<file path="src/rtl/matmul_operand_loader_if.sv">
// Host-side bus for matmul_operand_loader: run control, operand byte stream,
// A/B operand RAM write ports and the start/done/clear handshake with the core.
interface matmul_operand_loader_if #(
  parameter int DWIDTH = 8,
  parameter int AWIDTH = 11
);
  logic              go;
  logic [AWIDTH-1:0] base_a;
  logic [AWIDTH-1:0] base_b;
  logic [7:0]        stride_a;
  logic [7:0]        stride_b;
  logic              s_valid;
  logic [DWIDTH-1:0] s_data;
  logic              s_ready;
  logic              a_we;
  logic [AWIDTH-1:0] a_addr;
  logic [DWIDTH-1:0] a_data;
  logic              b_we;
  logic [AWIDTH-1:0] b_addr;
  logic [DWIDTH-1:0] b_data;
  logic              start_reg;
  logic              clear_done_reg;
  logic              done_mat_mul;
  logic              busy;
  logic              op_done;

  modport master (
    output go, base_a, base_b, stride_a, stride_b, s_valid, s_data, done_mat_mul,
    input  s_ready, a_we, a_addr, a_data, b_we, b_addr, b_data,
           start_reg, clear_done_reg, busy, op_done
  );

  modport slave (
    input  go, base_a, base_b, stride_a, stride_b, s_valid, s_data, done_mat_mul,
    output s_ready, a_we, a_addr, a_data, b_we, b_addr, b_data,
           start_reg, clear_done_reg, busy, op_done
  );
endinterface

</file>
<file path="src/rtl/matmul_operand_loader.sv">
// Streams A and B into the operand RAMs (A column-contiguous, B row-contiguous),
// then sequences the core. Define MATMUL_LOADER_ZERO_TAIL_EN to zero the RAM tail.
module matmul_operand_loader #(
  parameter int MAT_DIM   = 4,
  parameter int DWIDTH    = 8,
  parameter int AWIDTH    = 11,
  parameter int MEM_DEPTH = 2048
) (
  input  logic                    clk,
  input  logic                    reset,
  matmul_operand_loader_if.slave  bus
);
  localparam int                CW        = (MAT_DIM > 1) ? $clog2(MAT_DIM) : 1;
  localparam logic [CW-1:0]     LAST      = CW'(MAT_DIM - 1);
  localparam logic [AWIDTH-1:0] TAIL_BASE = AWIDTH'(MEM_DEPTH - 4);

  typedef enum logic [2:0] {
    IDLE, LOAD_A, LOAD_B, ZERO_TAIL, START, WAIT_DONE, CLEAR
  } state_t;

  state_t            state, state_n;
  logic [CW-1:0]     r, c;
  logic [1:0]        k;
  logic [AWIDTH-1:0] base_a_q, base_b_q;
  logic [7:0]        stride_a_q, stride_b_q;
  logic              latch, acc_a, acc_b, tail_wr, set_start, set_clear, fin;
  logic              last_beat;
  logic [AWIDTH-1:0] addr_a, addr_b, tail_addr;
  logic [DWIDTH-1:0] wr_data;

  assign wr_data   = bus.s_data;
  assign last_beat = (r == LAST) && (c == LAST);
  // All address math is AWIDTH wide so out-of-range bases wrap modulo the RAM.
  assign addr_a    = base_a_q + AWIDTH'(c) * AWIDTH'(stride_a_q) + AWIDTH'(r);
  assign addr_b    = base_b_q + AWIDTH'(r) * AWIDTH'(stride_b_q) + AWIDTH'(c);
  assign tail_addr = TAIL_BASE + AWIDTH'(k);

  assign bus.busy    = (state != IDLE);
  assign bus.s_ready = (state == LOAD_A) || (state == LOAD_B);

  always_ff @(posedge clk or posedge reset) begin
    if (reset) state <= IDLE;
    else       state <= state_n;
  end

  always_comb begin
    state_n   = state;
    latch     = 1'b0;
    acc_a     = 1'b0;
    acc_b     = 1'b0;
    tail_wr   = 1'b0;
    set_start = 1'b0;
    set_clear = 1'b0;
    fin       = 1'b0;
    case (state)
      IDLE: if (bus.go) begin
        latch   = 1'b1;
        state_n = LOAD_A;
      end
      LOAD_A: if (bus.s_valid) begin
        acc_a = 1'b1;
        if (last_beat) state_n = LOAD_B;
      end
      LOAD_B: if (bus.s_valid) begin
        acc_b = 1'b1;
`ifdef MATMUL_LOADER_ZERO_TAIL_EN
        if (last_beat) state_n = ZERO_TAIL;
`else
        if (last_beat) state_n = START;
`endif
      end
      ZERO_TAIL: begin
        tail_wr = 1'b1;
        if (k == 2'd3) state_n = START;
      end
      START: begin
        set_start = 1'b1;
        state_n   = WAIT_DONE;
      end
      WAIT_DONE: if (bus.done_mat_mul) begin
        set_clear = 1'b1;
        state_n   = CLEAR;
      end
      CLEAR: if (!bus.done_mat_mul) begin
        fin     = 1'b1;
        state_n = IDLE;
      end
      default: state_n = IDLE;
    endcase
  end

  always_ff @(posedge clk or posedge reset) begin
    if (reset) begin
      r                  <= '0;
      c                  <= '0;
      k                  <= '0;
      base_a_q           <= '0;
      base_b_q           <= '0;
      stride_a_q         <= '0;
      stride_b_q         <= '0;
      bus.a_we           <= 1'b0;
      bus.a_addr         <= '0;
      bus.a_data         <= '0;
      bus.b_we           <= 1'b0;
      bus.b_addr         <= '0;
      bus.b_data         <= '0;
      bus.start_reg      <= 1'b0;
      bus.clear_done_reg <= 1'b0;
      bus.op_done        <= 1'b0;
    end else begin
      if (latch) begin
        base_a_q   <= bus.base_a;
        base_b_q   <= bus.base_b;
        stride_a_q <= bus.stride_a;
        stride_b_q <= bus.stride_b;
      end
      // Row-major walk; wrapping r after the last beat re-arms the counters for B.
      if (latch) begin
        r <= '0;
        c <= '0;
        k <= '0;
      end else begin
        if (acc_a || acc_b) begin
          if (c == LAST) begin
            c <= '0;
            r <= (r == LAST) ? '0 : r + 1'b1;
          end else begin
            c <= c + 1'b1;
          end
        end
        if (tail_wr) k <= k + 2'd1;
      end
      bus.a_we   <= acc_a || tail_wr;
      bus.a_addr <= tail_wr ? tail_addr : addr_a;
      bus.a_data <= acc_a ? wr_data : '0;
      bus.b_we   <= acc_b || tail_wr;
      bus.b_addr <= tail_wr ? tail_addr : addr_b;
      bus.b_data <= acc_b ? wr_data : '0;
      if (set_start)      bus.start_reg <= 1'b1;
      else if (set_clear) bus.start_reg <= 1'b0;
      if (set_clear)      bus.clear_done_reg <= 1'b1;
      else if (fin)       bus.clear_done_reg <= 1'b0;
      bus.op_done <= fin;
    end
  end
endmodule

</file>
<file path="src/flat_wrapper.sv">
// flat-port wrapper written by rule: the top's interface ports become plain ports
module matmul_operand_loader_flat 
#(
  parameter int MAT_DIM   = 4,
  parameter int DWIDTH    = 8,
  parameter int AWIDTH    = 11,
  parameter int MEM_DEPTH = 2048
)
  (clk, reset, bus_go, bus_base_a, bus_base_b, bus_stride_a, bus_stride_b, bus_s_valid, bus_s_data, bus_done_mat_mul, bus_s_ready, bus_a_we, bus_a_addr, bus_a_data, bus_b_we, bus_b_addr, bus_b_data, bus_start_reg, bus_clear_done_reg, bus_busy, bus_op_done);
  matmul_operand_loader_if #(.DWIDTH(DWIDTH), .AWIDTH(AWIDTH)) bus_i ();
  input  logic clk;
  input  logic reset;
  input wire logic [$bits(bus_i.go)-1:0] bus_go;
  input wire logic [$bits(bus_i.base_a)-1:0] bus_base_a;
  input wire logic [$bits(bus_i.base_b)-1:0] bus_base_b;
  input wire logic [$bits(bus_i.stride_a)-1:0] bus_stride_a;
  input wire logic [$bits(bus_i.stride_b)-1:0] bus_stride_b;
  input wire logic [$bits(bus_i.s_valid)-1:0] bus_s_valid;
  input wire logic [$bits(bus_i.s_data)-1:0] bus_s_data;
  input wire logic [$bits(bus_i.done_mat_mul)-1:0] bus_done_mat_mul;
  output wire logic [$bits(bus_i.s_ready)-1:0] bus_s_ready;
  output wire logic [$bits(bus_i.a_we)-1:0] bus_a_we;
  output wire logic [$bits(bus_i.a_addr)-1:0] bus_a_addr;
  output wire logic [$bits(bus_i.a_data)-1:0] bus_a_data;
  output wire logic [$bits(bus_i.b_we)-1:0] bus_b_we;
  output wire logic [$bits(bus_i.b_addr)-1:0] bus_b_addr;
  output wire logic [$bits(bus_i.b_data)-1:0] bus_b_data;
  output wire logic [$bits(bus_i.start_reg)-1:0] bus_start_reg;
  output wire logic [$bits(bus_i.clear_done_reg)-1:0] bus_clear_done_reg;
  output wire logic [$bits(bus_i.busy)-1:0] bus_busy;
  output wire logic [$bits(bus_i.op_done)-1:0] bus_op_done;
  assign bus_i.go = bus_go;
  assign bus_i.base_a = bus_base_a;
  assign bus_i.base_b = bus_base_b;
  assign bus_i.stride_a = bus_stride_a;
  assign bus_i.stride_b = bus_stride_b;
  assign bus_i.s_valid = bus_s_valid;
  assign bus_i.s_data = bus_s_data;
  assign bus_i.done_mat_mul = bus_done_mat_mul;
  assign bus_s_ready = bus_i.s_ready;
  assign bus_a_we = bus_i.a_we;
  assign bus_a_addr = bus_i.a_addr;
  assign bus_a_data = bus_i.a_data;
  assign bus_b_we = bus_i.b_we;
  assign bus_b_addr = bus_i.b_addr;
  assign bus_b_data = bus_i.b_data;
  assign bus_start_reg = bus_i.start_reg;
  assign bus_clear_done_reg = bus_i.clear_done_reg;
  assign bus_busy = bus_i.busy;
  assign bus_op_done = bus_i.op_done;
  matmul_operand_loader #(.MAT_DIM(MAT_DIM), .DWIDTH(DWIDTH), .AWIDTH(AWIDTH), .MEM_DEPTH(MEM_DEPTH)) u_core (.clk(clk), .reset(reset), .bus(bus_i));
endmodule
</file>
<file path="config.mk">
export PLATFORM = sky130hd
export DESIGN_NAME = matmul_operand_loader_flat
export DESIGN_NICKNAME = d
export VERILOG_FILES = /design/src/rtl/matmul_operand_loader_if.sv /design/src/rtl/matmul_operand_loader.sv /design/src/flat_wrapper.sv
export SDC_FILE = /design/constraint.sdc
export NUM_CORES = 1
export LEC_CHECK = 0
export CORE_AREA = 3 3 109 111
export CTS_BUF_LIST = sky130_fd_sc_hd__clkbuf_16
export DETAILED_ROUTE_END_ITERATION = 6
export DIE_AREA = 0 0 112 114
export HOLD_SLACK_MARGIN = 0.08
export PLACE_DENSITY = 0.69
export SLEW_MARGIN = 10
export SYNTH_ARGS = -nofsm -noshare
export SYNTH_HDL_FRONTEND = slang
export SYNTH_SLANG_ARGS = --single-unit
</file>
<file path="constraint.sdc">
create_clock -name clk -period 3.7 [get_ports clk]
set_clock_uncertainty 0.2 [all_clocks]
set_input_delay 0.74 -clock clk [delete_from_list [all_inputs] [get_ports clk]]
set_output_delay 0.74 -clock clk [all_outputs]
set_load 0.01 [all_outputs]
</file>
==> impl_metrics.json <==
{
  "min_period_over_period_pct": 93.6,
  "grt_pass1_vias": 3691,
  "p_clk_share_pct": 19.0,
  "core_area_sq_um": 10900,
  "final_layout_size_suffix_gt1_share_pct": 5.81,
  "avgSynthCellArea_sq_um": 9.85,
  "path_clk_slew_ps": 60,
  "combPwrFrac_pct": 47.8,
  "synth_nets": 613,
  "maxSlewHeadroom_pct": 41.2,
  "synth_ff_type": "dfrtp_1",
  "pwr-share-seq_pct": 33.2,
  "fin_setup_tns_ps": 0,
  "vdd_drop_max_uv": 510,
  "critical_path_class": "reg -> reg",
  "post_cts.repair.setup_buffers": 0,
  "dp_cells": 727,
  "clock_latency_ps": 340,
  "period_needed_ps": 3460,
  "regArea_sq_um": 2250,
  "dieArea_sq_um": 12800,
  "grt_first_pass_wirelength_um": 17600,
  "multi_input_area_sq_um": 2530,
  "p_sw_share_pct": 37.5,
  "area_delta_synth_final_pct": 28.8,
  "internal-power_uw": 3120,
  "powerDensity_nw_per_um2": 785,
  "syn_area_sq_um": 4930,
  "cp_common_cell": "fa_1",
  "cp_cell_sequence": "nand2_1 -> fa_1 -> inv_1 -> fa_1 -> ha_1 -> fa_1 -> a21oi_1 -> o2111ai_1 -> o31ai_1 -> mux2i_1",
  "overflow": 0,
  "critPathMaxFanout": 3,
  "slowest_stage": "fa_1",
  "numCtsBuffers": 9,
  "viasPerCell": 4.94,
  "r2r_start": "u_core.stride_b_q[0]",
  "power_switching_uw": 1870,
  "grt_use_total_pct": 17.1,
  "fmax_mhz": 289,
  "status": "finished, final reports clean",
  "final_cell_mix": "nand2_1 (143), clkdlybuf4s50_1 (95), dfrtp_1 (90), and2_1 (44), ha_1 (43)",
  "ctsHoldBuffers": 0,
  "hold_viol_final": 0,
  "gp_congestion": 0.823,
  "maxSlewViolCount": 0,
  "antenna_left": 0,
  "power_uw": 4990,
  "cp.arrival_ps": 3520,
  "ys_seq_area_share_pct": 45.7,
  "worstHoldPathType": "reg -> reg",
  "startpoint_type": "flop",
  "synth-edff-count": 0,
  "start_util_pct": 45.3,
  "crit_required_ps": 3760,
  "synth_seq_cells": 90,
  "drc": 0,
  "wl_um": 10300,
  "synth_cell_types": 40,
  "grt_max_degree": 54,
  "final_common_cell": "nand2_1",
  "post_cts_resized": 0,
  "cts_max_path_buffers": 2,
  "post-dp-hpwl_um": 7800,
  "ys_async_sr_fraction_pct": 100,
  "worst_pin_slew_ps": 879,
  "cts_tree": "done",
  "wl_per_cell_um": 13.9,
  "worst_hold_slack_ps": 292,
  "die_x_um": 112,
  "synthesis.instances": 501,
  "dr.pass1.iters": 4,
  "finalNonFillerCells": 742,
  "io_pins": 96,
  "yosysWarnings": 0,
  "rsz0062_at_grt": "no",
  "cts.sinks": 90,
  "htree_levels": 3,
  "maxCapViolCount": 0,
  "layout.nets": 710,
  "antenna_cells": 0,
  "antenna_found_initial": 0,
  "cts-root-buf": "clkbuf_16",
  "setup_viol": 0,
  "max_stage_delay_ps": 500,
  "p_leak_uw": 0.00319,
  "fill_cells": 957,
  "min_from": "u_core.stride_b_q[6]",
  "crit_start": "u_core.stride_b_q[0]",
  "first_iter_violations": 143,
  "end_kind": "flop",
  "die_h_um": 114,
  "numPortBuffers": 95,
  "vias": 3665,
  "rows": 38
}
critical path, delay by kind of cell (launching register included):
| kind | cells | cell delay, ps |
|---|---|---|
| multiplexers | 1 | 220 |
| AND/OR/NAND/NOR | 1 | 80 |
| flip-flops | 1 | 360 |
| buffers and inverters | 1 | 50 |
| AO/OA/AOI/OAI | 3 | 880 |
| adder cells (fa/ha/maj) | 4 | 1610 |
power by group through the flow:
stage | Sequential, uW | Combinational (uW) | Clock (uW)
5_1_grt | 1710 | 2730 | 1020
2_1_floorplan | 1700 | 1510 | 0
3_5_place_dp | 1670 | 2370 | 0
3_3_place_gp | 1660 | 2330 | 0
4_1_cts | 1660 | 2410 | 971
6_report | 1660 | 2380 | 949
logic make-up (layout without fill, tap and decap cells):
logic type,Yosys count,in the layout,synth area share [%]
simple gates,237,237,22.3
flops,90,90,45.7
compound gates,64,64,7.96
fa+ha+maj,61,61,18.2
buf+inv,34,135,2.97
xor+xnor,10,10,1.78
mux,5,5,1.12
stage by stage:
| stage | instance area, sq um | util, % | setup WS [ps] |
|---|---|---|---|
| after CTS | 6360 | 58.4 | 311 |
| after floorplan | 4930 | - | 425 |
| after global placement | 6050 | 55.5 | 514 |
| after global routing | 6360 | 58.4 | 158 |
| after detailed placement | 6050 | 55.5 | 419 |
| final | 6360 | 58.4 | 236 |
layout make-up:
type / count / area share, %
multi-input combinational: 377 / 39.9
sequential: 90 / 35.4
timing repair buffer: 102 / 16.0
clock buffer: 9 / 3.54
tap: 140 / 2.76
clock inverter: 6 / 1.32
inverter: 18 / 1.08
path summary, 6_finish.rpt:
| path | endpoint | slack, ps | depth (start not counted) |
|---|---|---|---|
| min | u_core.stride_b_q[6] | 290 | 2 |
| min reg2reg | u_core.stride_b_q[6] | 290 | 2 |
| max reg2reg | u_core.bus.b_addr[9] | 240 | 10 |
| max in group asynchronous | u_core.bus.b_addr[7] | 2010 | 3 |
| max | u_core.bus.b_addr[9] | 240 | 10 |
| min in group asynchronous | u_core.bus.b_data[4] | 610 | 2 |
cell usage after synthesis, types with 5 or more instances:
cell type | number | area (sq um)
nand2_1 | 143 | 537
dfrtp_1 | 90 | 2250
and2_1 | 44 | 275
ha_1 | 43 | 538
o21ai_0 | 26 | 130
fa_1 | 18 | 360
inv_1 | 18 | 67.6
nor2_1 | 16 | 60.1
a21oi_1 | 14 | 70.1
buf_2 | 9 | 45.0
nand3_1 | 9 | 45.0
xnor2_1 | 7 | 61.3
and2_2 | 5 | 37.5
nand2b_1 | 5 | 31.3
routing by layer:
metal  global-route usage [%]  vias to the layer above  wire [um]
met1                     22.8                     1727       4940
met2                     27.1                       85       4570
met3                     4.72                       12        672
li1                         -                     1841          -
met4                     6.01                        0        153
met5                        0                        -          0
(Power assumes the default switching activity.)
==> RTL edit: new RTL, config.mk and constraints unchanged <==
The option `MATMUL_LOADER_ZERO_TAIL_EN` is turned on by a define.
--- a/src/rtl/matmul_operand_loader.sv
+++ b/src/rtl/matmul_operand_loader.sv
@@ -2,2 +2,4 @@
 // then sequences the core. Define MATMUL_LOADER_ZERO_TAIL_EN to zero the RAM tail.
+`define MATMUL_LOADER_ZERO_TAIL_EN
+
 module matmul_operand_loader #(
Check against the original RTL: same outputs for any inputs over 4 cycles, from zero or initial values and one cycle with reset high; that may be too few to reach the edited logic, so the function may still have changed.
==> RTL edit against the original RTL <==
- area after synthesis is 0.43% higher
- hold slack got worse by 0.0050 ns
- critical path type unchanged
- count of clock-buffer cells in the layout did not move
- synthesized cell count increased by 1.6%
- largest cell class unchanged
- maximum frequency rose by 3.4%
- routed wire length up 0.22%
- die area did not move
- critical path depth stayed put
- worst setup slack better by 0.11 ns
- core utilization shrank 0.31 points
- sequential cell count unchanged
- design area fell by 0.53%
- power increased by 6.0%
==> RTL edit: results (changes against the original RTL) <==
synth-async-reset-ratio_pct: 100  # unchanged
cts_root_buffer: "clkbuf_16"
top_layer: "met4"
grt_pass1_vias: 3791  # +2.7%
reg2reg_to: "u_core.bus.b_addr[9]"
cts_max_path_buffers: 2  # unchanged
met1_length_um: 4890  # -1.1%
worstHoldStart: "u_core.base_b_q[8]"
synth_nets: 621  # +1.3%
numCtsBuffers: 9  # unchanged
track_usage_pct: 17.6  # +0.52 points
reg2reg_from: "u_core.stride_b_q[0]"
p_leak_nw: 3.15  # -1.3%
grt_pass1_wl_um: 18300  # +3.8%
final-hold-violation-count: 0  # unchanged
met2_length_um: 4590  # +0.44%
arrival_ns: 3.41  # -0.11 ns
io_buffers: 95  # unchanged
vias: 3708  # +1.2%
wl_met3_um: 725  # +7.9%
ys_types: 39  # -2.5%
cp_max_fo: 3  # unchanged
cp_slowest_cell: "fa_1"
routedWlPerCell_um: 13.8  # -0.98%
cts-resized-gates: 0  # unchanged
gp_congestion: 0.803  # -2.4%
ys_seq_area_share_pct: 45.5  # -0.20 points
drive_gt1_share_pct: 4.58  # -1.2 points
ys_top_cells_by_count: "nand2_1 (149), dfrtp_1 (90), and2_1 (50)"
n_antenna_cell: 0  # unchanged
path_clk_slew_ns: 0.06  # about the same
vdd_ir_drop_max_mv: 0.334  # -34%
dp_hpwl_um: 7720  # -1.1%
grt_start_max_net_pins: 50  # -7.4%
fin_nets: 718  # +1.1%
h-tree-depth: 3  # unchanged
hold_end: "u_core.base_b_q[8]"
postCtsSetupBuffers: 0  # unchanged
dp.cells: 735  # +1.1%
fill_cells: 989  # +3.3%
synthFlopType: "dfrtp_1"
r2r_slack_ns: 0.35  # +0.11 ns
routed_wl_um: 10400  # +0.22%
initialDrtViolationCount: 156  # +9.1%
synth_cells: 509  # +1.6%
grt_overflow: 0  # unchanged
holdPathStages: 2  # unchanged
cp_top_family: "adder cells"
synth_area_leaders: "dfrtp_1 (45%), nand2_1 (11%), ha_1 (11%)"
hold_path.class: "flop to flop"
reg2regPathDepth: 10  # unchanged
insertion_delay_ns: 0.34  # about the same
status: "complete, no violations"
worstMarginPinSlew_ns: 0.877  # -0.00160 ns
yosysWarningCount: 0  # unchanged
firstDrtPassIters: 4  # unchanged
antenna_found_initial: 0  # unchanged
[RTL edit: cell count changes after synthesis, moves of 2 or more]
cell and delta:
a31oi_1 +2, o21ai_0 -3, and2_1 +6, buf_2 -2
nand2_1 +6, and2_2 -5, nor2_1 +3, buf_4 +2
[RTL edit: through the flow]
| stage | instance area [sq um] | total power, mW | hold slack [ns] | util, % | setup slack (ns) |
|---|---|---|---|---|---|
| after floorplan | 4950 | 3.56 | 0.251 | - | 0.425 |
| after global placement | 6060 | 4.42 | 0.272 | 55.6 | 0.520 |
| after detailed placement | 6060 | 4.48 | 0.274 | 55.6 | 0.367 |
| after CTS | 6320 | 5.35 | 0.290 | 58.1 | 0.335 |
| after global routing | 6320 | 5.88 | 0.323 | 58.1 | 0.124 |
| final | 6320 | 5.29 | 0.287 | 58.1 | 0.351 |
[RTL edit: cells by family after synthesis]
logic type / Yosys count / synth area share, %
AND/OR/NAND/NOR: 247 / 23.1
adder cells (fa/ha/maj): 61 / 18.1
AO/OA/AOI/OAI: 63 / 7.65
XOR/XNOR: 9 / 1.59
multiplexers: 4 / 0.808
flip-flops: 90 / 45.5
buffers and inverters: 35 / 3.31
[RTL edit: routing by layer]
| layer | track usage (%) | vias up |
|---|---|---|
| met2 | 27.2 | 89 |
| met5 | 0 | - |
| met4 | 6.49 | 0 |
| li1 | - | 1872 |
| met3 | 5.04 | 12 |
| met1 | 23.9 | 1735 |
[RTL edit: worst max-delay path by stage]
stage	start	end	cells after the start
4_1_cts	u_core.stride_b_q[0]	u_core.bus.b_addr[9]	10
2_1_floorplan	reset	u_core.base_a_q[0]	1
3_3_place_gp	u_core.stride_a_q[0]	u_core.bus.a_addr[9]	10
3_5_place_dp	u_core.stride_b_q[0]	u_core.bus.b_addr[9]	10
6_report	u_core.stride_b_q[0]	u_core.bus.b_addr[9]	10
5_1_grt	u_core.stride_b_q[0]	u_core.bus.b_addr[9]	10
[RTL edit: worst reg2reg max path, stage by stage, from the launching register on]
cell and delay (ns):
dfrtp_1 0.36, nand2_1 0.09, fa_1 0.51, inv_1 0.05, fa_1 0.45, ha_1 0.25, fa_1 0.42, a21oi_1 0.20
o2111ai_1 0.20, o31ai_1 0.31, mux2i_1 0.23
[RTL edit: layout make-up]
cell class	instances	area, sq um	share of cell area, %
Clock buffer	9	225	3.56
Clock inverter	7	38.8	0.613
Inverter	18	68.8	1.09
Multi-Input combinational cell	384	2540	40.2
Sequential cell	90	2250	35.6
Tap cell	140	175	2.77
Timing Repair Buffer	103	1020	16.2
[RTL edit: where the power goes]
part           switching (mW)  internal, mW
clock network           0.368         0.446
registers               0.245          1.40
logic                    1.50          1.32
total                    2.12          3.17
